$ cat config.mk
export PLATFORM = sky130hd
export DESIGN_NAME = hazard_ctrl
export DESIGN_NICKNAME = d
export VERILOG_FILES = /design/src/rtl/hazard_ctrl_pkg.sv /design/src/rtl/hazard_ctrl_mdu_seq.sv /design/src/rtl/hazard_ctrl.sv
export SDC_FILE = /design/constraint.sdc
export NUM_CORES = 1
export LEC_CHECK = 0
export ABC_CLOCK_PERIOD_IN_PS = 3300
export BUFFER_PORTS_ARGS = -buffer_cell sky130_fd_sc_hd__buf_2
export CORE_ASPECT_RATIO = 1.4
export CORE_MARGIN = 1.5
export CORE_UTILIZATION = 43
export CTS_CLUSTER_SIZE = 25
export DETAILED_ROUTE_END_ITERATION = 10
export PLACE_DENSITY = 0.8
export SLEW_MARGIN = 20
export SYNTH_ARGS = -nofsm -noshare
export SYNTH_HDL_FRONTEND = slang
export SYNTH_HIERARCHICAL = 1
export SYNTH_SLANG_ARGS = --single-unit
$ cat constraint.sdc
create_clock -name clk -period 3.3 [get_ports clk]
set_input_delay 0.66 -clock clk [delete_from_list [all_inputs] [get_ports clk]]
set_output_delay 0.66 -clock clk [all_outputs]
set_load 0.05 [all_outputs]
$ cat src/rtl/hazard_ctrl_pkg.sv
// Shared pipeline definitions: bypass-mux select codes, register-zero
// constant and default multiply/divide occupancy.
package hazard_ctrl_pkg;

  typedef enum logic [1:0] {
    FWD_RF  = 2'b00,
    FWD_WB  = 2'b01,
    FWD_MEM = 2'b10
  } fwd_sel_t;

  localparam logic [4:0] REG_ZERO = 5'd0;

  localparam int unsigned DEF_DIV_CYCLES = 32;
  localparam int unsigned DEF_MUL_CYCLES = 4;

  // A producer matches a consumer only when it writes the same, non-zero register.
  function automatic logic reg_hit(input logic we, input logic [4:0] dst, input logic [4:0] src);
    return we && (dst == src) && (src != REG_ZERO);
  endfunction

endpackage

$ cat src/rtl/hazard_ctrl_mdu_seq.sv
// Multiply/divide occupancy counter: holds E for the full latency of an
// issued mult/div, starting in the issue cycle itself.
module mdu_seq
  import hazard_ctrl_pkg::*;
#(
  parameter int unsigned DIV_CYCLES = DEF_DIV_CYCLES,
  parameter int unsigned MUL_CYCLES = DEF_MUL_CYCLES
) (
  input  logic clk,
  input  logic resetn,
  input  logic start,
  input  logic is_div,
  output logic busy,
  output logic mdu_stall
);

  localparam logic [5:0] DIV_LOAD = 6'(DIV_CYCLES - 1);
  localparam logic [5:0] MUL_LOAD = 6'(MUL_CYCLES - 1);

  logic [5:0] cnt;
  logic       idle;

  assign idle = (cnt == '0);

  // A start seen while the counter is running is the same held instruction.
  always_ff @(posedge clk or negedge resetn) begin
    if (!resetn) begin
      cnt <= '0;
    end else if (!idle) begin
      cnt <= cnt - 6'd1;
    end else if (start) begin
      cnt <= is_div ? DIV_LOAD : MUL_LOAD;
    end
  end

  assign busy = !idle;
  // Gated by resetn so the hold drops the instant reset is asserted.
  assign mdu_stall = resetn && (busy || (start && idle));

endmodule

$ cat src/rtl/hazard_ctrl.sv
// Central hazard/forwarding controller for the 5-stage pipeline: bypass
// selects, load-use and branch stalls, and mult/div hold sequencing.
module hazard_ctrl
  import hazard_ctrl_pkg::*;
#(
  parameter int unsigned DIV_CYCLES = DEF_DIV_CYCLES,
  parameter int unsigned MUL_CYCLES = DEF_MUL_CYCLES
) (
  input  logic       clk,
  input  logic       resetn,
  input  logic [4:0] rs_d,
  input  logic [4:0] rt_d,
  input  logic       branch_d,
  input  logic [4:0] rs_e,
  input  logic [4:0] rt_e,
  input  logic [4:0] wreg_e,
  input  logic [4:0] wreg_m,
  input  logic [4:0] wreg_w,
  input  logic       regwrite_e,
  input  logic       regwrite_m,
  input  logic       regwrite_w,
  input  logic       memtoreg_e,
  input  logic       memtoreg_m,
  input  logic       mdu_start_e,
  input  logic       mdu_is_div_e,
  output logic [1:0] fwd_a_e,
  output logic [1:0] fwd_b_e,
  output logic       fwd_a_d,
  output logic       fwd_b_d,
  output logic       stall_f,
  output logic       stall_d,
  output logic       stall_e,
  output logic       flush_e,
  output logic       mdu_busy
);

  logic alu_m;
  logic lw_stall;
  logic br_stall;
  logic mdu_stall;

  // Only a non-load in M has its result available on the ALU-result bus.
  assign alu_m = regwrite_m && !memtoreg_m;

  assign fwd_a_e = reg_hit(alu_m, wreg_m, rs_e)      ? FWD_MEM :
                   reg_hit(regwrite_w, wreg_w, rs_e) ? FWD_WB  : FWD_RF;
  assign fwd_b_e = reg_hit(alu_m, wreg_m, rt_e)      ? FWD_MEM :
                   reg_hit(regwrite_w, wreg_w, rt_e) ? FWD_WB  : FWD_RF;

  assign fwd_a_d = branch_d && reg_hit(alu_m, wreg_m, rs_d);
  assign fwd_b_d = branch_d && reg_hit(alu_m, wreg_m, rt_d);

  assign lw_stall = memtoreg_e &&
                    (reg_hit(regwrite_e, wreg_e, rs_d) || reg_hit(regwrite_e, wreg_e, rt_d));

  assign br_stall = branch_d &&
                    (reg_hit(regwrite_e, wreg_e, rs_d) || reg_hit(regwrite_e, wreg_e, rt_d) ||
                     reg_hit(memtoreg_m, wreg_m, rs_d) || reg_hit(memtoreg_m, wreg_m, rt_d));

  mdu_seq #(
    .DIV_CYCLES(DIV_CYCLES),
    .MUL_CYCLES(MUL_CYCLES)
  ) u_mdu_seq (
    .clk       (clk),
    .resetn    (resetn),
    .start     (mdu_start_e),
    .is_div    (mdu_is_div_e),
    .busy      (mdu_busy),
    .mdu_stall (mdu_stall)
  );

  assign stall_f = lw_stall || br_stall || mdu_stall;
  assign stall_d = stall_f;
  assign stall_e = mdu_stall;
  // A held E register cannot also take a bubble; the hold wins.
  assign flush_e = (lw_stall || br_stall) && !mdu_stall;

endmodule

==> results.md, run 1 <==
- Slew Limit Fails: 0
- Slew @ Worst Pin: 0.460 ns
- Synth Register Bits: 6
- Clock Latency Late Sink: 0.25 ns
- Seq/Total Area, Yosys: 16.5%
- CTS Hold Buffers Added: 0
- Slowest CP cell: or4b_4
- RSZ-0062 raised after global routing: no
- Worst vdd ir: 0.397 mV
- Detailed Route Iter0 Violations: 12
- Final clock skew: 0.00619 ns
- Core area: 0.00197 mm^2
- First-pass GRT wire length: 4.20 mm
- Design Area, Final: 0.00124 mm^2
- # DRC: 0
- H-tree levels: 1
- Final setup fails: 0
- R2r startpoint: u_mdu_seq/cnt[0]$_DFFE_PN0P_
- Hold Path Class: input port to asynchronous set/reset pin
- Max Fanout on Critical Path: 4
- Outcome: complete, no violations
- Largest cells by area after synthesis: xnor2_1, dfrtp_1, xor2_1
- HPWL Detailed: 2.18 mm
- Post-CTS setup buffer count: 0
- Vias: 1005
- Final #Nets: 213
- Syn_area_per_cell: 8.42 um^2
- Yosys top cell by area: xnor2_1
- Remaining antenna violation count: 0
- Final Cycle Share: 91.2%
- Mapped Area: 910 um^2
- Max-cap violation count: 0
- Chip width: 41.9 um
- Ports: 56
- Synth Flop Type: dfrtp_1
- Fin util: 63.1%
- Crit-path cells: inv_1 > ha_1 > or4b_4 > or3_4 > and2_4 > nand3b_1 > buf_2
- CTS tree: done
- Clk slew on worst S/H paths: 0.05 ns
- R2R cell count: 5
- Max Fclk: 0.332 GHz
- Worst path top cell family by delay: simple AND/OR/NAND/NOR gates
- Worst R2R Setup Slack: 1.37 ns
- Area after DPL: 0.00122 mm^2
- Max_slew headroom: 69.0%
- Wire length per cell: 13.1 um
- Num rows: 19
- # fillers: 192
- Placed cells: 183
- Regs by FF count: u_mdu_seq/cnt x6
- IO Port Bufs: 55
- Total die area: 0.00240 mm^2
- Most flops, register: u_mdu_seq/cnt
- CP Launch Type: flop
- Layout Cells excl Fill: 186
- Fin. Hold Viols: 0
- PwrDens: 392 mW/mm^2
- WP buf/inv: 2
- Area added between synthesis and finish: 36.9%
- Largest net degree at the start of global routing: 8
- CTS root buf: clkbuf_4
- Yosys top cell area share: 27.9%
- CP required: 2.64 ns
- CP Class: flop to output pin
- Total track usage: 22.6%
- Crit path time final: 3.01 ns
- Clock sinks: 6
- Post-synth cell types: 32
- Total CTS buffers: 3
- R2R Path End: u_mdu_seq/cnt[0]$_DFFE_PN0P_
- Leak pwr: 0.551 nW
- Critical path depth: 7
- Antenna violations before repair: 0
- Chip Height: 57.4 um
- Post-cts resize count: 0
- Drt total wl: 2.45 mm
- Post-Syn Instances: 108
- Via/cell ratio: 5.40
- Async SR Flop Fraction: 100%
- Antenna diode count: 0
- Initial core utilization: 46.1%
- CTS Buffer Depth: 2
- Initial DRT Pass Iterations: 4
- Top post-synthesis cells by count: xnor2_1, xor2_1, nor2_1, dfrtp_1, nand2_1
- PnR worst setup slack: 0.289 ns
- Final GP Congestion: 0.810
- Dpl ws: 0.479 ns
- Top-count cell post-synth: xnor2_1
- Max reg flops: 6
- Crit-path max cell delay: 0.49 ns
- Synthesized Nets: 154
- Vias in the first global route: 1058
- Synth warnings: 6
- CP endpoint kind: output pin
- Congestion Overflow GR: 0
- Fraction of layout instances using a drive strength above 1: 42.4%
- Worst Path Arrival: 2.35 ns
- Post-synth EDFFs: 0
-- how the worst max path moves through the flow --
stage	slack, ns	to	from
detailed placement	0.48	flush_e	wreg_m[3]
global placement	0.50	flush_e	wreg_m[3]
global route	0.16	stall_f	u_mdu_seq/cnt[0]$_DFFE_PN0P_
finish	0.29	stall_d	u_mdu_seq/cnt[0]$_DFFE_PN0P_
CTS	0.26	stall_d	u_mdu_seq/cnt[0]$_DFFE_PN0P_
floorplan	-0.06	fwd_a_e[0]	rs_e[1]
-- per-stage QoR --
| step | hold slack [ns] | total power, mW | setup TNS [ns] |
|---|---|---|---|
| 6_report | 0.237 | 0.488 | 0 |
| 5_1_grt | 0.232 | 0.535 | 0 |
| 4_1_cts | 0.229 | 0.493 | 0 |
| 3_5_place_dp | 0.499 | 0.421 | 0 |
| 3_3_place_gp | 0.493 | 0.409 | 0 |
| 2_1_floorplan | 0.364 | 0.338 | -0.0564 |
-- routing by layer --
metal	routed length, um	track usage, %
met3	148	1.58
met4	84	15.7
met2	1360	42.4
met1	850	23.2
met5	0	0
-- kinds of logic after synthesis --
group | count (synthesis) | share of synthesized area [%]
mux | 4 | 5.09
compound gates | 11 | 9.08
fa+ha+maj | 1 | 1.38
flops | 6 | 16.5
buf+inv | 6 | 2.89
xor+xnor | 40 | 39.3
simple gates | 40 | 25.7
-- final cells by class --
cell class,count,area [um^2],share of cell area (%)
clock buffer,3,22.5,1.81
tap,21,26.3,2.11
multi-input combinational,96,752,60.4
timing repair buffer,55,275,22.1
sequential,6,150,12.1
inverter,5,18.8,1.51
-- power by group --
group          switching [mW]  total [mW]  internal (mW)
Clock                  0.0260      0.0671         0.0411
Sequential             0.0321       0.145          0.112
Combinational           0.141       0.276          0.135
Total                   0.200       0.488          0.289
-- placed cells by master, fill, tap and decap left out, types with 3 or more instances in the layout --
cell type   n
buf_2      55
clkbuf_4    3
dfrtp_1     6
inv_1       5
nand2_1     6
nand3_1     4
nand4_1     3
nor2_1      8
or4_1       5
xnor2_1    29
xor2_1     10
(Power assumes the default switching activity.)
==> inputs of run 2 (changes only) <==
==> constraint.sdc (replaced) <==
create_clock -name clk -period 3.3 [get_ports clk]
set_input_delay 0.66 -clock clk [delete_from_list [all_inputs] [get_ports clk]]
set_output_delay 0.66 -clock clk [all_outputs]
set_load 0.01 [all_outputs]
==> results.md, run 2 (same netlist as run 1, synthesis figures left out) <==
- Regs by FF count: u_mdu_seq/cnt x6
- Fraction of layout instances using a drive strength above 1: 40.6% (-1.8 points)
- Post-cts resize count: 0 (unchanged)
- Final #Nets: 213 (unchanged)
- First-pass GRT wire length: 4.24 mm (+0.81%)
- Max Fclk: 0.340 GHz (+2.3%)
- PwrDens: 375 mW/mm^2 (-4.3%)
- Setup TNS: 0 ns (unchanged)
- Worst-case hold slack: 0.245 ns (+0.00834 ns)
- Most common cell after layout, fill and taps aside: buf_2
- Via/cell ratio: 5.37 (-0.70%)
- Wire length per cell: 13.2 um (+0.37%)
- HPWL Detailed: 2.21 mm (+1.4%)
- M1 GR Usage: 22.0% (-1.2 points)
- R2r startpoint: u_mdu_seq/cnt[0]$_DFFE_PN0P_
- Core area: 0.00197 mm^2 (unchanged)
- Detailed Route Iter0 Violations: 15 (+3)
- Worst vdd ir: 0.352 mV (-11%)
- Congestion Overflow GR: 0 (unchanged)
- Num rows: 19 (unchanged)
- Most flops, register: u_mdu_seq/cnt
- Chip Height: 57.4 um (unchanged)
- Total die area: 0.00240 mm^2 (unchanged)
- Fin. Hold Viols: 0 (unchanged)
- Clk slew on worst S/H paths: 0.04 ns (about the same)
- Vias: 998 (-0.70%)
- IO Port Bufs: 55 (unchanged)
- Worst R2R Setup Slack: 1.39 ns (+0.02 ns)
- Placed cells: 183 (unchanged)
- Dpl ws: 0.596 ns (+0.117 ns)
- R2R cell count: 5 (unchanged)
- Max reg flops: 6 (unchanged)
- Commonest cells after routing, fill and taps aside: buf_2, xnor2_1, xor2_1
- CTS Hold Buffers Added: 0 (unchanged)
- Area added between synthesis and finish: 34.8%
- RSZ-0062 raised after global routing: no
- Post-CTS setup buffer count: 0 (unchanged)
- CTS root buf: clkbuf_4
- Largest net degree at the start of global routing: 8 (unchanged)
- Slew @ Worst Pin: 0.427 ns (-0.0337 ns)
- Layout Cells excl Fill: 186 (unchanged)
- Worst Path Arrival: 2.28 ns (-0.07 ns)
- Slew Limit Fails: 0 (unchanged)
- Ports: 56 (unchanged)
- Antenna diode count: 0 (unchanged)
- Total Power: 460 uW (-5.7%)
- # DRC: 0 (unchanged)
- Clock Latency Late Sink: 0.23 ns (-0.02 ns)
- H-tree levels: 1 (unchanged)
- Max_slew headroom: 71.3% (+2.3 points)
- Final Cycle Share: 89.2% (-2.1 points)
- Drt total wl: 2.45 mm (+0.37%)
- Chip width: 41.9 um (unchanged)
- CP endpoint kind: output pin
- Outcome: complete, no violations
- Clock sinks: 6 (unchanged)
- Met2 Use GR: 44.6% (+2.2 points)
- CTS Buffer Depth: 2 (unchanged)
- CTS tree: done
- Layer with the highest usage: met2
- PnR worst setup slack: 0.357 ns (+0.0681 ns)
- Max Fanout on Critical Path: 4 (unchanged)
- Total track usage: 22.4% (-0.20 points)
- Total CTS buffers: 3 (unchanged)
- Final GP Congestion: 0.924 (+14%)
- CP Launch Type: flop
- Antenna violations before repair: 0 (unchanged)
- Final setup fails: 0 (unchanged)
- Leak pwr: 0.548 nW (-0.55%)
- Vias in the first global route: 1053 (-0.47%)
- Final clock skew: 0.00108 ns (-0.00511 ns)
- Initial DRT Pass Iterations: 4 (unchanged)
- Hold Path Class: input port to asynchronous set/reset pin
- CP Class: flop to output pin
- R2R Path End: u_mdu_seq/cnt[0]$_DFFE_PN0P_
- Crit path time final: 2.94 ns (-0.0681 ns)
- CP required: 2.64 ns (about the same)
- Met3 Use GR: 2.85% (+1.3 points)
- Remaining antenna violation count: 0 (unchanged)
- Max-cap violation count: 0 (unchanged)
- Initial core utilization: 46.1% (unchanged)
==> run 2: how the worst max path moves through the flow <==
stage                                 startpoint  endpoint  slack, ns  depth (start not counted)
detailed placement  u_mdu_seq/cnt[0]$_DFFE_PN0P_   stall_f       0.60                          7
floorplan           u_mdu_seq/cnt[0]$_DFFE_PN0P_   stall_f       0.55                          7
global placement                       wreg_m[3]   flush_e       0.63                          7
global route        u_mdu_seq/cnt[0]$_DFFE_PN0P_   stall_d       0.23                          7
finish              u_mdu_seq/cnt[0]$_DFFE_PN0P_   stall_d       0.36                          7
CTS                 u_mdu_seq/cnt[0]$_DFFE_PN0P_   stall_f       0.34                          7
==> run 2: routing by layer <==
layer,vias up,wire length (um)
met2,39,1390
met1,453,893
met5,-,0
met4,0,58
li1,498,-
met3,8,116
==> run 2: stage by stage <==
step,instance area [um^2],util (%)
floorplan,910,-
global placement,1200,61.0
detailed placement,1200,61.0
CTS,1230,62.1
global route,1230,62.1
finish,1230,62.1
==> run 2: cell type report <==
type | count | area [um^2]
fill | 180 | 747
timing repair buffer | 55 | 275
multi-input combinational | 96 | 733
inverter | 5 | 18.8
clock buffer | 3 | 22.5
sequential | 6 | 150
tap | 21 | 26.3
==> run 2: where the power goes <==
part,leakage (nW),internal [mW],switching [mW]
Combinational,0.462,0.135,0.120
Clock,0.0138,0.0407,0.0204
Sequential,0.0722,0.113,0.0318
Total,0.548,0.288,0.172
==> run 2: worst max-delay path, stage by stage, from the launching register on <==
cell and delay [ns]:
dfrtp_1 0.37, inv_1 0.10, ha_1 0.22, or4b_4 0.49, or3_4 0.36, and2_2 0.22, nand3b_1 0.16, buf_2 0.15
==> inputs of run 3 (changes only) <==
--- a/config.mk
+++ b/config.mk
@@ -7,7 +7,6 @@
 export LEC_CHECK = 0
 export ABC_CLOCK_PERIOD_IN_PS = 3300
 export BUFFER_PORTS_ARGS = -buffer_cell sky130_fd_sc_hd__buf_2
-export CORE_ASPECT_RATIO = 1.4
 export CORE_MARGIN = 1.5
 export CORE_UTILIZATION = 43
 export CTS_CLUSTER_SIZE = 25
==> results.md, run 3 (same netlist as run 1, synthesis figures left out) <==
- Post-cts resize count: 0 (unchanged)
- Final GP Congestion: 0.899 (-2.7%)
- R2R cell count: 5 (unchanged)
- Clock sinks: 6 (unchanged)
- Max-cap violation count: 0 (unchanged)
- Clock Latency Late Sink: 0.25 ns (+0.02 ns)
- Largest net degree at the start of global routing: 8 (unchanged)
- Worst Path Arrival: 2.32 ns (+0.04 ns)
- Num rows: 16 (-3)
- CTS Buffer Depth: 2 (unchanged)
- Chip Height: 49.0 um (-15%)
- CTS root buf: clkbuf_4
- R2R Path End: u_mdu_seq/cnt[0]$_DFFE_PN0P_
- Met3 Use GR: 5.83% (+3.0 points)
- Sequential standard cell area: 150 um^2 (unchanged)
- Wire length per cell: 13.2 um (-0.28%)
- RSZ-0062 raised after global routing: no
- Final #Nets: 213 (unchanged)
- Core area: 0.00198 mm^2 (+0.44%)
- Setup TNS: 0 ns (unchanged)
- Vias in the first global route: 1017 (-3.4%)
- First-pass GRT wire length: 4.20 mm (-0.97%)
- Met2 Use GR: 39.0% (-5.6 points)
- Post-CTS setup buffer count: 0 (unchanged)
- Regs by FF count: u_mdu_seq/cnt x6
- Total Power: 466 uW (+1.3%)
- CTS tree: done
- Area added between synthesis and finish: 35.6%
- PwrDens: 378 mW/mm^2 (+0.69%)
- # fillers: 191 (+6.1%)
- CP required: 2.64 ns (about the same)
- Detailed Route Iter0 Violations: 17 (+2)
- Initial core utilization: 45.9% (-0.20 points)
- CP endpoint kind: output pin
- Multi-input combinational cell area: 733 um^2 (unchanged)
- H-tree levels: 1 (unchanged)
- HPWL Detailed: 2.26 mm (+2.2%)
- Chip width: 49.0 um (+17%)
- Leak pwr: 0.548 nW (unchanged)
- Slew @ Worst Pin: 0.320 ns (-0.107 ns)
- CP Class: flop to output pin
- M1 GR Usage: 25.3% (+3.3 points)
- Final clock skew: 0.0147 ns (+0.0136 ns)
- Most flops, register: u_mdu_seq/cnt
- Remaining antenna violation count: 0 (unchanged)
- CP Launch Type: flop
- Final setup fails: 0 (unchanged)
- Max reg flops: 6 (unchanged)
- Final Cycle Share: 90.3% (+1.1 points)
- Most common cell after layout, fill and taps aside: buf_2
- R2r startpoint: u_mdu_seq/cnt[0]$_DFFE_PN0P_
- Max_slew headroom: 78.5% (+7.2 points)
- Max Fanout on Critical Path: 4 (unchanged)
- Antenna diode count: 0 (unchanged)
- Congestion Overflow GR: 0 (unchanged)
- Fraction of layout instances using a drive strength above 1: 40.6% (unchanged)
- Total die area: 0.00240 mm^2 (-0.15%)
- Crit path time final: 2.98 ns (+0.0368 ns)
- Worst R2R Setup Slack: 1.37 ns (-0.02 ns)
- Worst-case hold slack: 0.221 ns (-0.0245 ns)
- IO Port Bufs: 55 (unchanged)
- Total track usage: 22.3% (-0.087 points)
- CTS Hold Buffers Added: 0 (unchanged)
- Commonest cells after routing, fill and taps aside: buf_2, xnor2_1, xor2_1
- # DRC: 0 (unchanged)
- Layer with the highest usage: met2
- Max Fclk: 0.336 GHz (-1.2%)
- Fin. Hold Viols: 0 (unchanged)
- Ports: 56 (unchanged)
- Initial DRT Pass Iterations: 4 (unchanged)
- Total CTS buffers: 3 (unchanged)
- Drt total wl: 2.53 mm (+2.9%)
- Slew Limit Fails: 0 (unchanged)
- Hold Path Class: input port to asynchronous set/reset pin
- Antenna violations before repair: 0 (unchanged)
- Vias: 981 (-1.7%)
- Clk slew on worst S/H paths: 0.05 ns (about the same)
- Via/cell ratio: 5.11 (-4.8%)
- Worst vdd ir: 0.478 mV (+36%)
- Outcome: complete, no violations
-- run 3: how the worst max path moves through the flow --
stage | start | to | slack [ns]
after global placement | u_mdu_seq/cnt[0]$_DFFE_PN0P_ | stall_d | 0.59
after floorplan | u_mdu_seq/cnt[0]$_DFFE_PN0P_ | stall_f | 0.55
after CTS | u_mdu_seq/cnt[0]$_DFFE_PN0P_ | stall_f | 0.31
final | u_mdu_seq/cnt[0]$_DFFE_PN0P_ | stall_f | 0.32
after global routing | u_mdu_seq/cnt[0]$_DFFE_PN0P_ | stall_f | 0.19
after detailed placement | u_mdu_seq/cnt[0]$_DFFE_PN0P_ | stall_f | 0.57
-- run 3: metrics by stage --
stage	instance area (um^2)	utilization [%]	instances	worst slack, ns
floorplan	910	-	108	0.547
global placement	1210	61.1	189	0.594
detailed placement	1210	61.1	189	0.569
CTS	1230	62.2	192	0.306
global route	1230	62.2	192	0.191
finish	1230	62.2	192	0.321
-- run 3: worst max-delay path: stages (launching register included) --
cell	delay, ns
dfrtp_1	0.37
inv_1	0.09
ha_1	0.23
or4b_4	0.49
or3_4	0.36
and2_2	0.22
nand3b_1	0.17
buf_2	0.15
-- run 3: layout make-up --
type | count | share of cell area (%)
multi-input cells | 96 | 59.4
inverters | 5 | 1.52
repair buffers | 55 | 22.3
well taps | 27 | 2.74
clock buffers | 3 | 1.83
flip-flops and latches | 6 | 12.2
-- run 3: where the power goes --
group	switching (mW)	internal [mW]
combinational	0.118	0.134
sequential	0.0332	0.112
clock	0.0274	0.0412
-- run 3: routing by layer --
metal	vias to the layer above	share of wire, %	wire length [um]
li1	499	-	-
met3	6	6.4	161
met2	38	49	1250
met4	0	2.0	50
met5	-	0	0
met1	438	42	1070
